==> src/rtl/shift_rotate_reg_if.sv <==
// Host-side bus for the shift/rotate register: load/start controls in, register state out.
interface shift_rotate_reg_if #(
    parameter int unsigned WIDTH = 8,
    parameter int unsigned AMT_W = 3
);
    logic             load;
    logic [WIDTH-1:0] load_data;
    logic             start;
    logic [1:0]       mode;
    logic [AMT_W-1:0] amount;
    logic [WIDTH-1:0] q;
    logic             busy;
    logic             done;
    logic             carry_out;

    // Host side drives requests and observes the register
    modport master (
        output load, load_data, start, mode, amount,
        input  q, busy, done, carry_out
    );

    // Register side consumes requests and reports state
    modport slave (
        input  load, load_data, start, mode, amount,
        output q, busy, done, carry_out
    );
endinterface

==> src/rtl/shift_rotate_reg.sv <==
// WIDTH-bit register with parallel load and a multi-cycle shift/rotate
// operation that moves the contents one bit position per clock.
module shift_rotate_reg #(
    parameter int unsigned WIDTH = 8,
    parameter int unsigned AMT_W = 3
) (
    input  logic               clock,
    input  logic               reset,
    shift_rotate_reg_if.slave  bus
);
    localparam logic [1:0] MODE_ROR = 2'b00;
    localparam logic [1:0] MODE_ROL = 2'b01;
    localparam logic [1:0] MODE_ASR = 2'b10;
    localparam logic [1:0] MODE_LSL = 2'b11;

    typedef enum logic [1:0] {
        S_IDLE  = 2'b00,
        S_SHIFT = 2'b01,
        S_FIN   = 2'b10
    } state_t;

    state_t           r_state;
    logic [WIDTH-1:0] r_q;
    logic             r_carry;
    logic             r_busy;
    logic             r_done;
    logic [1:0]       r_mode;
    logic [AMT_W-1:0] r_count;

    logic [WIDTH-1:0] w_step_q;
    logic             w_step_carry;

    // One single-bit step of the latched mode applied to the current contents
    always_comb begin
        w_step_q     = r_q;
        w_step_carry = r_carry;
        case (r_mode)
            MODE_ROR: begin
                w_step_q     = {r_q[0], r_q[WIDTH-1:1]};
                w_step_carry = r_q[0];
            end
            MODE_ROL: begin
                w_step_q     = {r_q[WIDTH-2:0], r_q[WIDTH-1]};
                w_step_carry = r_q[WIDTH-1];
            end
            MODE_ASR: begin
                w_step_q     = {r_q[WIDTH-1], r_q[WIDTH-1:1]};
                w_step_carry = r_q[0];
            end
            MODE_LSL: begin
                w_step_q     = {r_q[WIDTH-2:0], 1'b0};
                w_step_carry = r_q[WIDTH-1];
            end
        endcase
    end

    // Control FSM and datapath registers; busy/done are produced one edge
    // ahead so they line up with the state they describe
    always_ff @(posedge clock) begin
        if (reset) begin
            r_state <= S_IDLE;
            r_q     <= '0;
            r_carry <= 1'b0;
            r_busy  <= 1'b0;
            r_done  <= 1'b0;
            r_mode  <= MODE_ROR;
            r_count <= '0;
        end else begin
            r_done <= 1'b0;
            case (r_state)
                S_IDLE: begin
                    r_busy <= 1'b0;
                    if (bus.load) begin
                        r_q     <= bus.load_data;
                        r_carry <= 1'b0;
                    end else if (bus.start) begin
                        r_mode  <= bus.mode;
                        r_count <= bus.amount;
                        if (bus.amount == '0) begin
                            r_state <= S_FIN;
                            r_done  <= 1'b1;
                        end else begin
                            r_state <= S_SHIFT;
                            r_busy  <= 1'b1;
                        end
                    end
                end
                S_SHIFT: begin
                    r_q     <= w_step_q;
                    r_carry <= w_step_carry;
                    r_count <= r_count - AMT_W'(1);
                    if (r_count == AMT_W'(1)) begin
                        r_state <= S_FIN;
                        r_busy  <= 1'b0;
                        r_done  <= 1'b1;
                    end
                end
                S_FIN: begin
                    r_state <= S_IDLE;
                end
                default: begin
                    r_state <= S_IDLE;
                    r_busy  <= 1'b0;
                end
            endcase
        end
    end

    // Outputs come straight from registers
    assign bus.q         = r_q;
    assign bus.busy      = r_busy;
    assign bus.done      = r_done;
    assign bus.carry_out = r_carry;
endmodule

==> src/flat_wrapper.sv <==
// flat-port wrapper written by rule: the top's interface ports become plain ports
module shift_rotate_reg_flat 
#(
    parameter int unsigned WIDTH = 8,
    parameter int unsigned AMT_W = 3
)
  (clock, reset, bus_load, bus_load_data, bus_start, bus_mode, bus_amount, bus_q, bus_busy, bus_done, bus_carry_out);
  shift_rotate_reg_if #(.WIDTH(WIDTH), .AMT_W(AMT_W)) bus_i ();
  input  logic clock;
  input  logic reset;
  input wire logic [$bits(bus_i.load)-1:0] bus_load;
  input wire logic [$bits(bus_i.load_data)-1:0] bus_load_data;
  input wire logic [$bits(bus_i.start)-1:0] bus_start;
  input wire logic [$bits(bus_i.mode)-1:0] bus_mode;
  input wire logic [$bits(bus_i.amount)-1:0] bus_amount;
  output wire logic [$bits(bus_i.q)-1:0] bus_q;
  output wire logic [$bits(bus_i.busy)-1:0] bus_busy;
  output wire logic [$bits(bus_i.done)-1:0] bus_done;
  output wire logic [$bits(bus_i.carry_out)-1:0] bus_carry_out;
  assign bus_i.load = bus_load;
  assign bus_i.load_data = bus_load_data;
  assign bus_i.start = bus_start;
  assign bus_i.mode = bus_mode;
  assign bus_i.amount = bus_amount;
  assign bus_q = bus_i.q;
  assign bus_busy = bus_i.busy;
  assign bus_done = bus_i.done;
  assign bus_carry_out = bus_i.carry_out;
  shift_rotate_reg #(.WIDTH(WIDTH), .AMT_W(AMT_W)) u_core (.clock(clock), .reset(reset), .bus(bus_i));
endmodule
==> config.mk <==
export PLATFORM = sky130hd
export DESIGN_NAME = shift_rotate_reg_flat
export DESIGN_NICKNAME = d
export VERILOG_FILES = /design/src/rtl/shift_rotate_reg_if.sv /design/src/rtl/shift_rotate_reg.sv /design/src/flat_wrapper.sv
export SDC_FILE = /design/constraint.sdc
export NUM_CORES = 1
export LEC_CHECK = 0
export ABC_AREA = 0
export BUFFER_PORTS_ARGS = -buffer_cell sky130_fd_sc_hd__clkbuf_2
export CAP_MARGIN = 15
export CORE_AREA = 2 2 46 48
export DETAILED_ROUTE_END_ITERATION = 12
export DIE_AREA = 0 0 48 50
export PLACE_DENSITY = 0.8
export REMOVE_ABC_BUFFERS = 1
export SETUP_SLACK_MARGIN = 0.1
export SLEW_MARGIN = 20
export SYNTH_ARGS = -nofsm -noshare
export SYNTH_HDL_FRONTEND = slang
export SYNTH_SLANG_ARGS = --single-unit
==> constraint.sdc <==
create_clock -name clock -period 3.72 [get_ports clock]
set_input_delay 0.186 -clock clock [delete_from_list [all_inputs] [get_ports clock]]
set_output_delay 0.186 -clock clock [all_outputs]
set_load 0.01 [all_outputs]
# [Yosys cells after proc, flatten, opt, wreduce, memory -nomap -nowiden]
# Index checks and enable logic that the tools add are counted.
[word_totals] inputBits=17 output_inout_bits=11 regBits=18 wordCells=58
[classes] n_mux=24 add_sub_neg=1 eq_ne=11 n_bitwise=2 n_reduce_logical=12
[ops] cell="$pmux 8 s4" count=1
[ops] cell="$pmux 8 s2" count=1
[ops] cell="$reduce_and 3->1" count=4
[ops] cell="$mux 1" count=9
[ops] cell="$mux 2" count=4
[ops] cell="$mux 8" count=1
[ops] cell="$ne 2x2->1 const B" count=4
[ops] cell="$eq 2x2->1 const B" count=3
[ops] cell="$mux 3" count=2
[ops] cell="$pmux 1 s2" count=3
[ops] cell="$pmux 3 s2" count=1
[ops] cell="$eq 2x1->1 const B" count=2
[ops] cell="$logic_not 2->1" count=2
[ops] cell="$pmux 2 s2" count=1
[ops] cell="$reduce_and 2->1" count=2
[ops] cell="$reduce_or 2->1" count=2
[ops] cell="$eq 3x1->1 const B" count=1
[ops] cell="$logic_not 3->1" count=1
[ops] cell="$pmux 1 s3" count=1
[ops] cell="$sub 3x1->3 const B" count=1
[ops] cell="$ne 2x1->1 const B" count=1
[ops] cell="$not 1->1" count=2
[ops] cell="$reduce_bool 2->1" count=1

# [Longest topological paths before layout]
# Gate-level depths: netlist of run 1.
[logic_depth] ltp_word=5 ltp_mapped=5 mapped_depth_nobuf=5

# [Least setup slack after synthesis of run 1]
# No wires, ideal clock.
[synth_timing] kind="register -> register" from="reg u_core.r_q[0] (netlist: u_core.bus.q[0])" to="reg u_core.r_q[7] (netlist: u_core.bus.q[7])" stages_incl_launch_ff=4 t_arrival_ps=1161 synth_period_minus_slack_ps=1231 path_buffers=0 setup_ps=70 slack_ps=2489 t_required_ps=3650 path_cell_list="dfxtp_1 or3b_1 a311o_1 a21oi_1"
[synth_between] elab_chain_cells=2
[synth_lines] element="start: declaration" line="shift_rotate_reg.sv:23" text="logic [WIDTH-1:0] r_q;"
[synth_lines] element="start signal: assignment" line="shift_rotate_reg.sv:74" text="r_q <= bus.load_data;"
[synth_lines] element="start signal: assignment" line="shift_rotate_reg.sv:89" text="r_q <= w_step_q;"
[synth_lines] element="$pmux 8 s4" line="shift_rotate_reg.sv:37" text="case (r_mode)"
[synth_lines] element="$pmux 8 s2" line="shift_rotate_reg.sv:70" text="case (r_state)"
# Every way passes these cells.
# A chain may end at the register's enable or synchronous reset.

# [Worst setup path in the final report of run 1]
[layout_timing] from="reg u_core.r_state[0]" to="reg u_core.r_count[2]"
[layout_between] elab_chain_cells=3 word_cells_on_any_way=7 classes_between="eq/ne: 3; mux: 1; reduce/logical: 3"
[layout_lines] element="start: declaration" line="shift_rotate_reg.sv:22" text="state_t r_state;"
[layout_lines] element="start signal: assignment" line="shift_rotate_reg.sv:61" text="r_state <= S_IDLE;"
[layout_lines] element="start signal: assignment" line="shift_rotate_reg.sv:80" text="r_state <= S_FIN;"
[layout_lines] element="start signal: assignment" line="shift_rotate_reg.sv:83" text="r_state <= S_SHIFT;"
[layout_lines] element="$eq 2x1->1 / $logic_not 2->1 (equally long branches)" line="shift_rotate_reg.sv:70"
[layout_lines] element="$reduce_bool 2->1 (no line) / $ne 2x2->1 (equally long branches)"
[layout_lines] element="$reduce_and 3->1 (no line)"
[layout_lines] element="end signal: assignment" line="shift_rotate_reg.sv:78" text="r_count <= bus.amount;"
[layout_lines] element="end signal: assignment" line="shift_rotate_reg.sv:91" text="r_count <= r_count - AMT_W'(1);"
[layout_lines] element="end: declaration" line="shift_rotate_reg.sv:28" text="logic [AMT_W-1:0] r_count;"
# Several ways; a longest one is shown, not always the timed one.

==> results of run 1 <==
==> cell usage after synthesis, types with 2 or more instances <==
master / number
nor3b_1: 2
a21oi_1: 7
nand3b_1: 3
buf_2: 6
nand2b_1: 6
nand2_1: 9
ha_1: 2
or2_1: 7
o21ai_1: 2
inv_1: 3
mux2i_1: 8
nor2b_1: 2
a32o_1: 8
nor2_1: 5
dfxtp_1: 18
==> sequential cells by signal, summed over array words and instances, names as in the netlist <==
name	flops
u_core.bus.busy	1
u_core.r_count	3
u_core.bus.done	1
u_core.r_state	2
u_core.bus.q	8
u_core.bus.carry_out	1
u_core.r_mode	2
==> kinds of logic after synthesis <==
| group | synth area share (%) |
|---|---|
| simple gates | 25.51 |
| mux | 9.264 |
| compound gates | 20.43 |
| buf+inv | 5.710 |
| fa+ha+maj | 2.538 |
| flops | 36.55 |
==> metrics by stage <==
| stage | hold WS (ps) | area [um2] |
|---|---|---|
| 3_3_place_gp | 419.5 | 1114 |
| 2_1_floorplan | 255.1 | 944.7 |
| 6_report | 129.5 | 1139 |
| 3_5_place_dp | 437.5 | 1114 |
| 4_1_cts | 133.1 | 1136 |
| 5_1_grt | 152.0 | 1139 |
==> final cells by class <==
| class | instances | area share, % |
|---|---|---|
| timing repair buffer | 27 | 11.87 |
| tap | 27 | 2.967 |
| multi-input combinational | 79 | 50.22 |
| sequential | 18 | 31.65 |
| inverter | 4 | 1.319 |
| clock buffer | 3 | 1.978 |
==> routing by layer <==
layer	vias up	GRT usage, %	wire [um]
met3	6	4.396	87
met5	-	0	0
met4	0	7.658	39
met2	28	34.67	1100
li1	437	-	-
met1	401	25.78	1016
==> critical path, delay by kind of cell, from the launching register on <==
| kind | cells | cell delay, ps |
|---|---|---|
| flops | 1 | 640 |
| compound gates | 2 | 430 |
| simple gates | 1 | 670 |
==> cell usage in the layout, fill, tap and decap left out <==
cell type,instances
clkbuf_2,27
dfxtp_1,18
nand2_1,9
a32o_1,8
mux2i_1,8
a21oi_1,7
or2_1,7
nand2b_1,6
nor2_1,5
inv_1,3
nand3b_1,3
clkbuf_4,3
nor3b_1,2
o21ai_1,2
ha_1,2
nor2b_2,1
nor4b_4,1
o21ai_0,1
nor4bb_1,1
o211ai_1,1
o31ai_1,1
o21a_1,1
o21bai_1,1
and2_1,1
mux2_1,1
a22oi_1,1
inv_2,1
a211o_1,1
nor3_1,1
and3b_1,1
or3b_1,1
a311o_1,1
nor2b_1,1
o22ai_1,1
nand3_1,1
o32ai_1,1
==> worst max path at each step <==
stage                                   end  depth (start not counted)
after floorplan           u_core.r_count[2]                          3
after global placement    u_core.r_count[2]                          3
after detailed placement  u_core.r_count[2]                          3
after CTS                 u_core.r_count[2]                          3
after global routing        u_core.bus.q[0]                          3
final                     u_core.r_count[2]                          3
==> where the power goes <==
part	switching (mW)	total, mW	internal (mW)
clock	0.0612	0.0989	0.0377
sequential	0.0238	0.234	0.210
combinational	0.0513	0.103	0.0519
total	0.136	0.436	0.300
==> results by group, run 1 <==
Timing
  – # setup viols final: 0
  – Fmax: about 0.54 GHz
  – Period Utilization, post-route: 49.83%
  – Final setup TNS: 0 ps
  – Clk_skew: slightly below 7 ps
  – Final Hold Viols: 0
  – Minimum clock period: 1854 ps
  – Worst Max-Slew Pin Slew: 674.6 ps
  – Fin. max-slew vios: 0
  – Rel. slew slack: 54.83%
  – RSZ-0062 raised after global routing: false
  – Worst setup margin: 1866 ps

Clock tree
  – H-tree depth: 1
  – Skew-Pair Late Insertion Delay: 300 ps
  – Num CTS Buffers: 3
  – Post-CTS sizing: 0
  – Post-CTS Repair Setup Buffers: 0
  – Clk slew on worst S/H paths: 110 ps
  – Hold_buf cts: 0
  – Root Driver: clkbuf_4
  – CTS Buffer Depth: 2
  – TritonCTS clock tree: built
  – Sink Count: 18

Final layout
  – Register area: around 360 um2
  – # fillers: 180
  – Layout cell share with drive strength beyond 1: roughly 25%
  – Multi-input gate area: about 570 um2
  – N_diodes: 0
  – Fin cells: roughly 160
  – Core Util, Final: 59.87%
  – Final net count: around 150
  – Area Overhead vs Synth: 15.48%

Synthesis
  – Synth area leader: dfxtp_1
  – Synthesized cell area: approximately 990 um2
  – Mean area per synthesized cell: 9.129 um2
  – Yosys top cell area share: ~37%
  – Synth Instances: between 100 and 150
  – Distinct cells, synth: 35
  – Yosys Warn Count: 0
  – Synthesized flop and latch total: 18
  – Synth area leaders: dfxtp_1 (37%), a32o_1 (8.1%), mux2i_1 (8.1%)
  – Ys flop type: dfxtp_1
  – Seq/Total Area, Yosys: between 30% and 40%
  – Async SR Flop Fraction: 0%
  – Number of synthesized flops with an enable pin: 0

Critical path
  – CP Cell Sequence: nor2b_2 > a21oi_1 > a32o_1
  – Slowest stage delay, CP: between 600 and 700 ps
  – Critical path peak fanout: 20
  – Crit path kind: reg -> reg
  – RR Endpoint: u_core.r_count[2]
  – Reg-to-reg slack, setup: 1870 ps
  – FF-to-FF path depth: 3
  – WP data required: 3910 ps
  – Critical R2R Launch: u_core.r_state[0]
  – Critical path capture point type: flip-flop
  – CP Launch Type: flip-flop
  – Worst path arrival time: ~2100 ps
  – Critical path origin: u_core.r_state[0]
  – Slowest stage cell, crit path: nor2b_2

Min path
  – Hold Crit Class: in -> reg
  – Hold Crit Depth: 3
  – Worst Hold Endpoint: u_core.r_mode[1]
  – Hold path startpoint: bus_mode[1]

Detailed routing
  – Routed len/inst: approximately 14 um
  – Router iterations before antenna repair: 4
  – Avg Vias per Cell: around 5.5
  – Final wirelength: between 2000 and 2500 um
  – Vias post-DR: roughly 870
  – Routed Antenna Nets: 0
  – DR iter-0 viols: 20
  – DRC: 0

GRT
  – Antenna violations before repair: 0
  – Gr ovfl total: 0
  – First-pass GRT wire length: ~3600 um
  – Largest net degree at the start of global routing: 21
  – Vias in the first global route: 860
  – Total global-route track usage: 21.04%

Die
  – CORE AREA: 1902 um2
  – Die height: about 50 um
  – Initial Utilization: around half
  – Die ar.: about 2400 um2
  – Row cnt: 16
  – I/O pin count: 28
  – Die X: between 40 and 50 um

Job
  – Max cap viols: 0

Run status
  – Outcome: finished clean

Place
  – Inst Count DP: around 160
  – Dpl hpwl: about 1700 um
  – RD Place Congestion: about 0.88
  – Port Buffers: 27
  – Dpl ws: around 1600 ps

Pwr
  – Leakage Power: approximately 0.45 nW
  – Maximum VDD drop: 0.0002084 V
  – P per Cell Area: about 380 nW/um2
  – Final Power: 0.4364 mW
(Power assumes the default switching activity.)
==> run 2, diff against run 1 <==
--- a/config.mk
+++ b/config.mk
@@ -5,13 +5,13 @@
 export SDC_FILE = /design/constraint.sdc
 export NUM_CORES = 1
 export LEC_CHECK = 0
-export ABC_AREA = 0
+export ABC_AREA = 1
 export BUFFER_PORTS_ARGS = -buffer_cell sky130_fd_sc_hd__clkbuf_2
 export CAP_MARGIN = 15
-export CORE_AREA = 2 2 46 48
+export CORE_AREA = 2 2 50 52
 export DETAILED_ROUTE_END_ITERATION = 12
-export DIE_AREA = 0 0 48 50
-export PLACE_DENSITY = 0.8
+export DIE_AREA = 0 0 52 54
+export PLACE_DENSITY = 0.71
 export REMOVE_ABC_BUFFERS = 1
 export SETUP_SLACK_MARGIN = 0.1
 export SLEW_MARGIN = 20
==> constraint.sdc (replaced) <==
create_clock -name clock -period 1.6 [get_ports clock]
set_input_delay 0.08 -clock clock [delete_from_list [all_inputs] [get_ports clock]]
set_output_delay 0.08 -clock clock [all_outputs]
set_load 0.01 [all_outputs]
==> run 2 against run 1 <==
Compared with the run above: clock power increased by 130%; utilization is 10 points lower; highest routed layer unchanged; first-iteration DRC count down 45%; largest power group unchanged.
==> results by group, run 2 <==
Synthesis
  – Distinct cells, synth: 18
  – Synth area leaders: dfxtp_1 (37%), a21oi_1 (11%), o21ai_0 (11%)
  – Yosys Warn Count: 0
  – Synthesized cell area: approximately 970 um2
  – Mean area per synthesized cell: around 7.1 um2
  – Seq/Total Area, Yosys: approximately 37%
  – Top cells by count, synth: nand2_1 (23), a21oi_1 (22), o21ai_0 (22), dfxtp_1 (18), inv_1 (14)
  – Async SR Flop Fraction: 0%
  – Yosys top cell area share: between 30% and 40%
  – Ys flop type: dfxtp_1
  – Synth Instances: between 100 and 150
  – Number of synthesized flops with an enable pin: 0
  – Synthesized flop and latch total: 18
  – Synth area leader: dfxtp_1
  – Most frequent cell after synthesis: nand2_1

Clock tree
  – TritonCTS clock tree: built
  – Skew-Pair Late Insertion Delay: between 200 and 300 ps
  – Root Driver: clkbuf_4
  – Sink Count: 18
  – Num CTS Buffers: 3
  – Post-CTS sizing: 0
  – Post-CTS Repair Setup Buffers: 0
  – CTS Buffer Depth: 2
  – Hold_buf cts: 0
  – Clk slew on worst S/H paths: about 110 ps
  – H-tree depth: 1

Place
  – Inst Count DP: around 190
  – RD Place Congestion: approximately 0.77
  – Port Buffers: 27
  – Dpl hpwl: ~1800 um

Final layout
  – # fillers: about 240
  – Commonest cells after routing, fill and taps aside: clkbuf_2 (27), nand2_1 (23), o21ai_0 (22), a21oi_1 (22), dfxtp_1 (18)
  – Fin cells: ~200
  – Final net count: 186
  – Area Overhead vs Synth: 18.60%
  – Max reg flops: 8
  – Layout cell share with drive strength beyond 1: 26.06%
  – Commonest non-fill, non-tap cell in the layout: clkbuf_2
  – N_diodes: 0

Min path
  – Hold Crit Depth: 2
  – Hold path startpoint: reset
  – Worst Hold Endpoint: u_core.bus.busy
  – Hold Crit Class: in -> reg

Detailed routing
  – Routed Antenna Nets: 0
  – DRC: 0
  – Router iterations before antenna repair: 4
  – Avg Vias per Cell: approximately 5
  – Vias post-DR: 981
  – Routed len/inst: between 10 and 15 um
  – Final wirelength: around 2300 um
  – DR iter-0 viols: 11

Pwr
  – Maximum VDD drop: ~0.00049 V
  – Leakage Power: roughly 0.52 nW
  – P per Cell Area: about 880 nW/um2

Timing
  – Rel. slew slack: approximately 77%
  – Final setup TNS: 0 ps
  – Clk_skew: roughly 1.3 ps
  – Final Hold Viols: 0
  – RSZ-0062 raised after global routing: false
  – Minimum clock period: 1257 ps
  – Worst Max-Slew Pin Slew: between 300 and 400 ps
  – # setup viols final: 0
  – Period Utilization, post-route: just under 80%
  – Fmax: around 0.80 GHz
  – Fin. max-slew vios: 0

Critical path
  – Critical path capture point type: flip-flop
  – FF-to-FF path depth: 6
  – Critical path peak fanout: 16
  – Critical R2R Launch: u_core.r_state[1]
  – RR Endpoint: u_core.r_count[0]
  – Crit path kind: reg -> reg
  – CP Launch Type: flip-flop
  – WP data required: between 1500 and 2000 ps
  – Reg-to-reg slack, setup: 340 ps
  – Worst path arrival time: ~1500 ps

GRT
  – Antenna violations before repair: 0
  – Largest net degree at the start of global routing: 17
  – First-pass GRT wire length: about 3800 um
  – Total global-route track usage: approximately 18%
  – Gr ovfl total: 0
  – Vias in the first global route: ~940

Die
  – Die ar.: 2808 um2
  – Row cnt: 18
  – CORE AREA: 2320 um2
  – Initial Utilization: between 40% and 50%
  – I/O pin count: 28
  – Die X: roughly 52 um
  – Die height: 54 um

Run status
  – Outcome: finished clean

Job
  – Max cap viols: 0
==> run 2: cell count changes in the layout (fill, tap and decap cells not counted), moves of 6 or more <==
| cell | delta |
|---|---|
| o21ai_0 | +21 |
| nand2_1 | +14 |
| a32o_1 | -8 |
| or2_1 | -7 |
| nor2_1 | +7 |
| nand3_1 | +6 |
| nand2b_1 | -6 |
| inv_1 | +11 |
| a21oi_1 | +15 |
| mux2i_1 | -8 |
==> run 2: cells by family (layout without fill, tap and decap cells) <==
| kind of cell | count (synthesis) | count (layout) | synth area share [%] |
|---|---|---|---|
| adders and majority gates | 2 | 2 | 2.584 |
| buffers and inverters | 20 | 48 | 8.913 |
| AOI/OAI and AO/OA | 50 | 50 | 28.17 |
| and+or+nand+nor | 47 | 47 | 23.13 |
| DFF | 18 | 18 | 37.21 |
==> run 2: area by class of cell <==
type | count | area, um2 | area share [%]
Sequential cell | 18 | 360.3 | 31.37
Timing Repair Buffer | 28 | 142.6 | 12.42
Multi-Input combinational cell | 99 | 521.8 | 45.42
Inverter | 17 | 63.81 | 5.556
Tap cell | 30 | 37.54 | 3.268
Clock buffer | 3 | 22.52 | 1.961
==> run 2: worst max path at each step <==
stage	endpoint	startpoint	slack, ps
6_report	u_core.r_count[0]	u_core.r_state[1]	340
5_1_grt	u_core.bus.q[4]	u_core.r_state[1]	220
4_1_cts	u_core.r_count[0]	u_core.r_state[1]	360
3_5_place_dp	u_core.bus.q[2]	u_core.r_state[1]	380
3_3_place_gp	u_core.bus.busy	u_core.r_state[0]	430
2_1_floorplan	u_core.bus.q[7]	u_core.r_state[0]	510
==> run 2: worst max-delay path: stages (launching register included) <==
cell	delay (ps)
dfxtp_1	520
inv_2	130
nand2_4	180
nand2_1	70
o21ai_0	80
nand2_1	70
a21oi_1	150
==> run 2: power by group <==
part	internal, mW	total, mW	leakage, nW	switching (mW)
combinational	0.0976	0.246	0.361	0.148
clock	0.0875	0.232	0.0138	0.144
sequential	0.488	0.531	0.148	0.0424
total	0.673	1.01	0.523	0.335
==> run 2: routing by layer <==
| layer | vias to the layer above | part of all wire (%) | track usage (%) |
|---|---|---|---|
| li1 | 517 | - | - |
| met3 | 2 | 4.3 | 2.778 |
| met4 | 0 | 0.43 | 7.456 |
| met5 | - | 0 | 0 |
| met1 | 443 | 45 | 19.59 |
| met2 | 19 | 50 | 34.60 |
==> run 2: stage by stage <==
step                utilization (%)  setup WS [ps]  total power, mW  instance area (um2)  hold slack (ps)
finish                        49.51          342.8            1.008                 1149            15.69
global route                  49.51          224.9            1.077                 1149            6.015
CTS                           49.51          357.3            1.017                 1149            10.93
detailed placement            48.54          375.1           0.7880                 1126            328.4
global placement              48.54          432.4           0.7781                 1126            318.7
floorplan                         -          514.6           0.6941                945.9            142.4
